--- config.mk ---
export PLATFORM = sky130hd
export DESIGN_NAME = llsc_ctrl
export DESIGN_NICKNAME = d
export VERILOG_FILES = /design/src/rtl/llsc_ctrl_pkg.sv /design/src/rtl/llsc_rsv_timer.sv /design/src/rtl/llsc_ctrl.sv
export SDC_FILE = /design/constraint.sdc
export NUM_CORES = 1
export LEC_CHECK = 0
export CORE_MARGIN = 3
export CORE_UTILIZATION = 45
export DETAILED_ROUTE_END_ITERATION = 6
export PLACE_DENSITY_LB_ADDON = 0.05
export SLEW_MARGIN = 20
export SYNTH_ARGS = -nofsm -noshare
export SYNTH_HDL_FRONTEND = slang
export SYNTH_SLANG_ARGS = --single-unit
--- constraint.sdc ---
create_clock -name clk -period 3.05 [get_ports clk]
set_clock_uncertainty 0.05 [all_clocks]
set_input_delay 0.305 -clock clk [delete_from_list [all_inputs] [get_ports clk]]
set_output_delay 0.305 -clock clk [all_outputs]
set_load 0.01 [all_outputs]
--- src/rtl/llsc_ctrl_pkg.sv ---
// Shared definitions for the LL/SC reservation controller: state encoding,
// reset/write-enable levels and the default reservation lifetime.
package llsc_ctrl_pkg;

    typedef enum logic [1:0] {
        LLSC_IDLE    = 2'd0,   // no reservation held
        LLSC_RSV     = 2'd1,   // reservation held, timer running
        LLSC_SC_WAIT = 2'd2    // successful SC store issued, waiting for mem_ack
    } llsc_state_t;

    localparam logic RST_ENABLE   = 1'b1;
    localparam logic WRITE_ENABLE = 1'b1;

    // Default number of cycles a reservation survives without a new LL.
    localparam int unsigned LLSC_TIMEOUT = 1023;

    // Width of a counter able to hold the value 'timeout' (never below 1 bit).
    function automatic int unsigned timer_width(input int unsigned timeout);
        return (timeout > 1) ? $clog2(timeout + 1) : 1;
    endfunction

endpackage

--- src/rtl/llsc_rsv_timer.sv ---
// Reservation lifetime counter. Loaded on LL, decremented while the
// reservation is held; 'expired' flags the cycle whose decrement reaches 0.
// A timeout of 0 loads 0 and never expires.
module llsc_rsv_timer
    import llsc_ctrl_pkg::*;
#(
    parameter int unsigned RSV_TIMEOUT = LLSC_TIMEOUT
) (
    input  logic clk,
    input  logic rst,
    input  logic clear,
    input  logic load,
    input  logic dec,
    output logic expired
);

    localparam int unsigned     TW       = timer_width(RSV_TIMEOUT);
    localparam logic [TW-1:0]   LOAD_VAL = TW'(RSV_TIMEOUT);

    logic [TW-1:0] count_reg;
    logic [TW-1:0] count_next;

    // Next count: clear wins over load, load over decrement; saturate at 0.
    always_comb begin
        count_next = count_reg;
        if (clear) begin
            count_next = '0;
        end else if (load) begin
            count_next = LOAD_VAL;
        end else if (dec && (count_reg != '0)) begin
            count_next = count_reg - TW'(1);
        end
    end

    // Counter register.
    always_ff @(posedge clk) begin
        if (rst == RST_ENABLE) begin
            count_reg <= '0;
        end else begin
            count_reg <= count_next;
        end
    end

    assign expired = (RSV_TIMEOUT != 0) && (count_reg == TW'(1));

endmodule

--- src/rtl/llsc_ctrl.sv ---
// LL/SC reservation controller. Tracks one word-granular reservation,
// resolves SC success, issues the SC store and drives the LLbit register.
// Per-cycle priority: rst > flush > snoop hit > sc_req > ll_req > timeout.
// Every output is registered, so results appear the cycle after the event.
module llsc_ctrl
    import llsc_ctrl_pkg::*;
#(
    parameter int          ADDR_W      = 32,
    parameter int          LINE_LSB    = 2,
    parameter int unsigned RSV_TIMEOUT = LLSC_TIMEOUT
) (
    input  logic              clk,
    input  logic              rst,
    input  logic              ll_req,
    input  logic [ADDR_W-1:0] ll_addr,
    input  logic              sc_req,
    input  logic [ADDR_W-1:0] sc_addr,
    input  logic              snoop_we,
    input  logic [ADDR_W-1:0] snoop_addr,
    input  logic              flush,
    input  logic              mem_ack,
    output logic              sc_mem_we,
    output logic              sc_busy,
    output logic              sc_done,
    output logic              sc_ok,
    output logic              llbit_we,
    output logic              llbit_wdata
);

    // Only bits above LINE_LSB take part in address comparison.
    localparam logic [ADDR_W-1:0] CMP_MASK = {ADDR_W{1'b1}} << LINE_LSB;

    function automatic logic addr_match(input logic [ADDR_W-1:0] a,
                                        input logic [ADDR_W-1:0] b);
        return ((a ^ b) & CMP_MASK) == '0;
    endfunction

    llsc_state_t       state_reg, state_next;
    logic [ADDR_W-1:0] rsv_addr_reg, rsv_addr_next;
    logic              suppress_reg, suppress_next;
    logic              sc_mem_we_reg, sc_mem_we_next;
    logic              sc_done_reg, sc_done_next;
    logic              sc_ok_reg, sc_ok_next;
    logic              llbit_we_reg, llbit_we_next;
    logic              llbit_wdata_reg, llbit_wdata_next;

    logic tmr_clear, tmr_load, tmr_dec, tmr_expired;
    logic snoop_hit;

    assign snoop_hit = snoop_we && addr_match(snoop_addr, rsv_addr_reg);

    llsc_rsv_timer #(
        .RSV_TIMEOUT (RSV_TIMEOUT)
    ) u_rsv_timer (
        .clk     (clk),
        .rst     (rst),
        .clear   (tmr_clear),
        .load    (tmr_load),
        .dec     (tmr_dec),
        .expired (tmr_expired)
    );

    // Next-state and next-output logic; outputs default to idle (no pulses).
    always_comb begin
        state_next       = state_reg;
        rsv_addr_next    = rsv_addr_reg;
        suppress_next    = suppress_reg;
        sc_mem_we_next   = 1'b0;
        sc_done_next     = 1'b0;
        sc_ok_next       = 1'b0;
        llbit_we_next    = 1'b0;
        llbit_wdata_next = 1'b0;
        tmr_clear        = 1'b0;
        tmr_load         = 1'b0;
        tmr_dec          = 1'b0;

        case (state_reg)
            LLSC_IDLE: begin
                if (flush) begin
                    // Coincident LL/SC is discarded.
                end else if (sc_req) begin
                    sc_done_next = 1'b1;
                end else if (ll_req) begin
                    state_next       = LLSC_RSV;
                    rsv_addr_next    = ll_addr;
                    tmr_load         = 1'b1;
                    llbit_we_next    = WRITE_ENABLE;
                    llbit_wdata_next = 1'b1;
                end
            end

            LLSC_RSV: begin
                if (flush) begin
                    // LLbit register clears itself on flush: no write here.
                    state_next = LLSC_IDLE;
                    tmr_clear  = 1'b1;
                end else if (snoop_hit) begin
                    state_next    = LLSC_IDLE;
                    tmr_clear     = 1'b1;
                    llbit_we_next = WRITE_ENABLE;
                    sc_done_next  = sc_req;
                end else if (sc_req) begin
                    tmr_clear = 1'b1;
                    if (addr_match(sc_addr, rsv_addr_reg)) begin
                        state_next     = LLSC_SC_WAIT;
                        sc_mem_we_next = 1'b1;
                    end else begin
                        state_next    = LLSC_IDLE;
                        sc_done_next  = 1'b1;
                        llbit_we_next = WRITE_ENABLE;
                    end
                end else if (ll_req) begin
                    rsv_addr_next    = ll_addr;
                    tmr_load         = 1'b1;
                    llbit_we_next    = WRITE_ENABLE;
                    llbit_wdata_next = 1'b1;
                end else if (tmr_expired) begin
                    state_next    = LLSC_IDLE;
                    tmr_clear     = 1'b1;
                    llbit_we_next = WRITE_ENABLE;
                end else begin
                    tmr_dec = 1'b1;
                end
            end

            LLSC_SC_WAIT: begin
                // The store is committed: only flush (to suppress the result)
                // and mem_ack matter here.
                if (mem_ack) begin
                    state_next    = LLSC_IDLE;
                    suppress_next = 1'b0;
                    sc_done_next  = !(suppress_reg || flush);
                    sc_ok_next    = !(suppress_reg || flush);
                    llbit_we_next = WRITE_ENABLE;
                end else begin
                    sc_mem_we_next = 1'b1;
                    if (flush) begin
                        suppress_next = 1'b1;
                    end
                end
            end

            default: begin
                state_next = LLSC_IDLE;
                tmr_clear  = 1'b1;
            end
        endcase
    end

    // State, reservation and registered outputs; reset abandons any store.
    always_ff @(posedge clk) begin
        if (rst == RST_ENABLE) begin
            state_reg       <= LLSC_IDLE;
            rsv_addr_reg    <= '0;
            suppress_reg    <= 1'b0;
            sc_mem_we_reg   <= 1'b0;
            sc_done_reg     <= 1'b0;
            sc_ok_reg       <= 1'b0;
            llbit_we_reg    <= 1'b0;
            llbit_wdata_reg <= 1'b0;
        end else begin
            state_reg       <= state_next;
            rsv_addr_reg    <= rsv_addr_next;
            suppress_reg    <= suppress_next;
            sc_mem_we_reg   <= sc_mem_we_next;
            sc_done_reg     <= sc_done_next;
            sc_ok_reg       <= sc_ok_next;
            llbit_we_reg    <= llbit_we_next;
            llbit_wdata_reg <= llbit_wdata_next;
        end
    end

    assign sc_mem_we   = sc_mem_we_reg;
    assign sc_busy     = sc_mem_we_reg;
    assign sc_done     = sc_done_reg;
    assign sc_ok       = sc_ok_reg;
    assign llbit_we    = llbit_we_reg;
    assign llbit_wdata = llbit_wdata_reg;

endmodule

# Word level (Yosys, flattened, before mapping)
# Cells that the tools add are included.
[word_totals]
regBits = 50
in_bits = 103
output_inout_bits = 6
[op_classes]
add_sub_neg = 1
n_eq_ne = 11
n_mux = 59
bitwise = 3
n_reduce_logical = 17
[ops]
columns = ["operator", "n"]
rows = [
  ["$mux 32", 5],
  ["$logic_not 32->1", 2],
  ["$pmux 32 s2", 1],
  ["$xor 32x32->32", 2],
  ["$mux 1", 35],
  ["$mux 10", 2],
  ["$mux 2", 10],
  ["$ne 2x2->1 const B", 6],
  ["$eq 10x1->1 const B", 1],
  ["$ne 5x5->1 const B", 2],
  ["$reduce_bool 10->1", 1],
  ["$sub 10x1->10 const B", 1],
  ["$pmux 1 s2", 3],
  ["$pmux 1 s3", 2],
  ["$pmux 2 s3", 1],
  ["$reduce_and 6->1", 1],
  ["$reduce_bool 2->1", 3],
  ["$reduce_or 2->1", 3],
  ["$reduce_and 4->1", 1],
  ["$eq 2x1->1 const B", 1],
  ["$eq 2x2->1 const B", 1],
  ["$logic_and 1x1->1", 2],
  ["$logic_not 2->1", 1],
  ["$reduce_and 2->1", 1],
  ["other kinds (3)", 3],
]

# Depth between registers and ports, before layout
[logic_depth]
ltp_word = 10
depth_mapped = 8
ltp_nobuf = 8

# Hierarchy
# From an unflattened synthesis, not the netlist that was laid out.
[unflattened]
cells_unflattened = 341
hier_area_um2 = 2912.8
[by_module_without_submodules]
columns = ["mod", "n_inst", "cells_each", "area_per_inst_um2"]
rows = [
  ["llsc_ctrl", 1, 278, 2363.5],
  ["llsc_rsv_timer", 1, 63, 549.3],
]

# Worst setup path before layout
# Ideal clock, no wire load.
[synth_timing]
path_type = "register to register"
start = "reg u_rsv_timer.count_reg[0]"
end = "reg u_rsv_timer.count_reg[1]"
setup_ns = 0.080
arrival_ns = 1.992
required_ns = 2.920
path_slack_ns = 0.929
path_stages_with_launch = 9
path_buffers = 0
path_cell_list = "dfxtp_1 > inv_1 > ha_1 > or2_1 > a31oi_1 > nand2_1 > a21oi_1 > mux2_4 > a211oi_2"
[synth_via]
elab_chain_len = 9
elab_cells_between_ends = 20
cone_classes = "add/sub: 1; eq/ne: 1; mux: 14; reduce/logical: 4"
[synth_rtl]
columns = ["item", "line_no", "text"]
rows = [
  ["start: declaration", "llsc_rsv_timer.sv:20", "logic [TW-1:0] count_reg;"],
  ["start signal: assignment", "llsc_rsv_timer.sv:40", "count_reg <= count_next;"],
  ["$eq 10x1->1", "llsc_rsv_timer.sv:44", "assign expired = (RSV_TIMEOUT != 0) && (count_reg == TW'(1));"],
  ["$mux 1", "llsc_ctrl.sv:117", "end else if (tmr_expired) begin"],
  ["$mux 1", "llsc_ctrl.sv:112", "end else if (ll_req) begin"],
  ["$mux 1", "llsc_ctrl.sv:102", "end else if (sc_req) begin"],
  ["$mux 1", "llsc_ctrl.sv:97", "end else if (snoop_hit) begin"],
  ["$mux 1", "llsc_ctrl.sv:93", "if (flush) begin"],
  ["$mux 1", "llsc_ctrl.sv:77", "case (state_reg)"],
  ["$logic_and 1x1->1", "llsc_rsv_timer.sv:30", "end else if (dec && (count_reg != '0)) begin"],
  ["$reduce_bool 2->1 (no source line)", "-", ""],
]
# Parallel ways exist; a longest one is shown, timed or not. The select of a mux whose other input is x is not followed.
# A chain may end at the register's enable or synchronous reset.

# Worst setup path after layout
# Same ends and word-level chain as after synthesis.

==> flow_summary.ini <==
[finish]
num_antenna_cells = 0
layout_common_cells = sky130_fd_sc_hd__clkdlybuf4s50_1 (101), sky130_fd_sc_hd__nand2b_1 (55), sky130_fd_sc_hd__dfxtp_1 (48), sky130_fd_sc_hd__xnor2_1 (42), sky130_fd_sc_hd__mux2i_1 (32)
final_instance_count_excl_fillers = 537
layout.cells.most_common = sky130_fd_sc_hd__clkdlybuf4s50_1
num-nets-final = 551
final_util = 0.636
largest_register_ff_count = 30
drive_above_1_share = 0.0590
final_design_area_no_fill_um2 = 4390
area.growth.synth_to_final_pct = 35.0

[floorplan]
floorplan.die_area_um2 = 8290
die_width_um = 91.0
initial_utilization = 0.471
core.rowCount = 30
core_area_um2 = 6910
ioPinCount = 109
chipHeight_um = 91.0

[sta]
max_slew.worst_pin.slew_ns = 0.768
fmax_mhz = 412
timing.final.setup_violations = 0
timing_hold_violations_final = 0
min_period_over_period = 0.796
timing.final.ws_setup_ns = 0.623
slew-limit-headroom = 0.488
slew_violations = 0
unrepaired_setup_endpoints_after_global_routing = false
tns_ns = 0
min_period_ns = 2.43

[cts]
cts_setup_buffers = 0
clkSlewWorstSetupHoldPaths_ns = 0.09
ctsLongestPathBuffers = 2
hold_buffers = 0
clk_latency_ns = 0.30
numCtsBuffers = 5
resized_cells_post_cts = 0
cts.sink_count = 48
tritoncts = built
cts-root-buf = sky130_fd_sc_hd__clkbuf_8
htree_levels = 2

[setup_path]
cp_data_required_time_ns = 3.22
worstSetupStartpointType = flop
critical_path.max_fanout = 5
path_class = flop to flop
worstPathArrival_ns = 2.60
critical_path.endpoint_type = flop

[grt]
number_of_global_route_vias_before_repair = 2657
globalRouteTotalUtil = 0.207
globalRouteOverflowTotal = 0
first_pass_grt_wire_length_um = 13700
antenna_found_initial = 0
maximum_number_of_pins_on_one_net_before_global_route_repair = 53

[routing]
dr_total_vias = 2771
drt_iter0_drc = 66
post_drt_via_cell_ratio = 5.16
number_of_remaining_drc_errors = 0
antenna_violating_nets_post_route = 0
route.detailed.wl_per_inst_um = 15.6
finalWirelength_um = 8400
drt-pass1-iter-count = 4

[synthesis]
syn-instance-count = 342
seq_area_frac_synth = 0.295
synth_edf_count = 0
synthesis_stage_register_bit_count = 48
synth_warnings = 0
postSynthNetCount = 452
synthFlopType = sky130_fd_sc_hd__dfxtp_1
synth_area_um2 = 3250
average_instance_area_after_synthesis_um2 = 9.52
synth_cell_types = 51
fraction_of_registers_with_async_set_reset = 0

[power_and_ir_drop]
worst_ir_drop_vdd_mv = 0.244
p_leak_nw = 1.51
pwr_density_cell_nw_per_um2 = 357

[placed_design]
gp_congestion = 0.832
place_inst = 530
placement.io_buffers = 102
post-place-ws_ns = 0.359
instance_area_after_placement_um2 = 4320
dpl.hpwl_um = 6650

[job]
cap_viol_max_count = 0

[run_status]
outcome = finished, final reports clean

[worst_hold_path]
min-delay-path-class = flop to flop
-- cell families after synthesis --
logic type	Yosys count	synth area share
XOR/XNOR	62	0.167
adder cells (fa/ha/maj)	7	0.0269
AO/OA/AOI/OAI	38	0.0957
buffers and inverters	19	0.0419
AND/OR/NAND/NOR	135	0.270
multiplexers	33	0.103
flip-flops	48	0.295
-- synth_stat cells, types with 2 or more instances --
cell | n | area (um^2)
sky130_fd_sc_hd__nor2_1 | 10 | 37.5
sky130_fd_sc_hd__a21oi_1 | 6 | 30.0
sky130_fd_sc_hd__a311oi_1 | 5 | 43.8
sky130_fd_sc_hd__clkbuf_1 | 8 | 30.0
sky130_fd_sc_hd__mux2i_1 | 32 | 320
sky130_fd_sc_hd__buf_12 | 3 | 60.1
sky130_fd_sc_hd__o21ai_0 | 2 | 10.0
sky130_fd_sc_hd__o21ai_1 | 2 | 10.0
sky130_fd_sc_hd__nand2_1 | 6 | 22.5
sky130_fd_sc_hd__nand4b_1 | 3 | 26.3
sky130_fd_sc_hd__a21boi_0 | 2 | 15.0
sky130_fd_sc_hd__o41ai_1 | 3 | 26.3
sky130_fd_sc_hd__a311oi_2 | 2 | 30.0
sky130_fd_sc_hd__xnor2_1 | 42 | 368
sky130_fd_sc_hd__ha_1 | 7 | 87.6
sky130_fd_sc_hd__and2b_1 | 2 | 15.0
sky130_fd_sc_hd__nor4_4 | 3 | 63.8
sky130_fd_sc_hd__nand2b_1 | 55 | 344
sky130_fd_sc_hd__inv_1 | 5 | 18.8
sky130_fd_sc_hd__o21a_1 | 2 | 15.0
sky130_fd_sc_hd__nand4_1 | 18 | 113
sky130_fd_sc_hd__dfxtp_1 | 48 | 961
sky130_fd_sc_hd__a211oi_1 | 3 | 22.5
sky130_fd_sc_hd__xor2_1 | 20 | 175
sky130_fd_sc_hd__or3_1 | 2 | 12.5
sky130_fd_sc_hd__nand3_1 | 5 | 25.0
sky130_fd_sc_hd__or2b_1 | 9 | 67.6
sky130_fd_sc_hd__o31ai_1 | 3 | 22.5
sky130_fd_sc_hd__nor4_1 | 10 | 62.6
sky130_fd_sc_hd__or4_1 | 3 | 22.5
-- metrics by stage --
step	total power [mW]	hold WS (ns)
6_report	1.57	0.405
5_1_grt	1.66	0.450
4_1_cts	1.58	0.409
3_5_place_dp	1.22	0.389
3_3_place_gp	1.21	0.392
2_1_floorplan	1.00	0.334
-- report_power, final --
part | switching (mW) | internal (mW)
clock network | 0.202 | 0.156
registers | 0.0406 | 0.665
logic | 0.229 | 0.274
-- final timing paths --
| kind | slack, ns | start | endpoint | cells after the start |
|---|---|---|---|---|
| worst min register to register | 0.40 | suppress_reg | sc_ok | 1 |
| worst min-delay path | 0.40 | suppress_reg | sc_ok | 1 |
| worst max-delay path | 0.62 | u_rsv_timer.count_reg[0] | u_rsv_timer.count_reg[1] | 8 |
| worst max register to register | 0.62 | u_rsv_timer.count_reg[0] | u_rsv_timer.count_reg[1] | 8 |
-- critical path, stage by stage (launching register included) --
cell and delay, ns:
sky130_fd_sc_hd__dfxtp_1 0.41, sky130_fd_sc_hd__inv_1 0.10, sky130_fd_sc_hd__ha_1 0.19, sky130_fd_sc_hd__or2_1 0.22, sky130_fd_sc_hd__a31oi_1 0.26, sky130_fd_sc_hd__nand2_1 0.12, sky130_fd_sc_hd__a21oi_1 0.46, sky130_fd_sc_hd__mux2_4 0.35
sky130_fd_sc_hd__a211oi_2 0.19
-- layout make-up --
cell class | count | area [um^2]
sequential | 48 | 961
clock buffer | 6 | 72.6
clock inverter | 1 | 5.00
fill | 606 | 2510
timing repair buffer | 106 | 1060
tap | 96 | 120
inverter | 5 | 18.8
multi-input combinational | 275 | 2160
-- routing by layer --
metal | vias up | wire length (um) | part of all wire | track usage
met2 | 93 | 3800 | 0.45 | 0.313
met1 | 1263 | 4030 | 0.48 | 0.298
met3 | 8 | 490 | 0.058 | 0.0439
met5 | - | 0 | 0 | 0
met4 | 0 | 78 | 0.0093 | 0.0490
li1 | 1407 | - | - | -
Power figures use the tool's default switching activity.
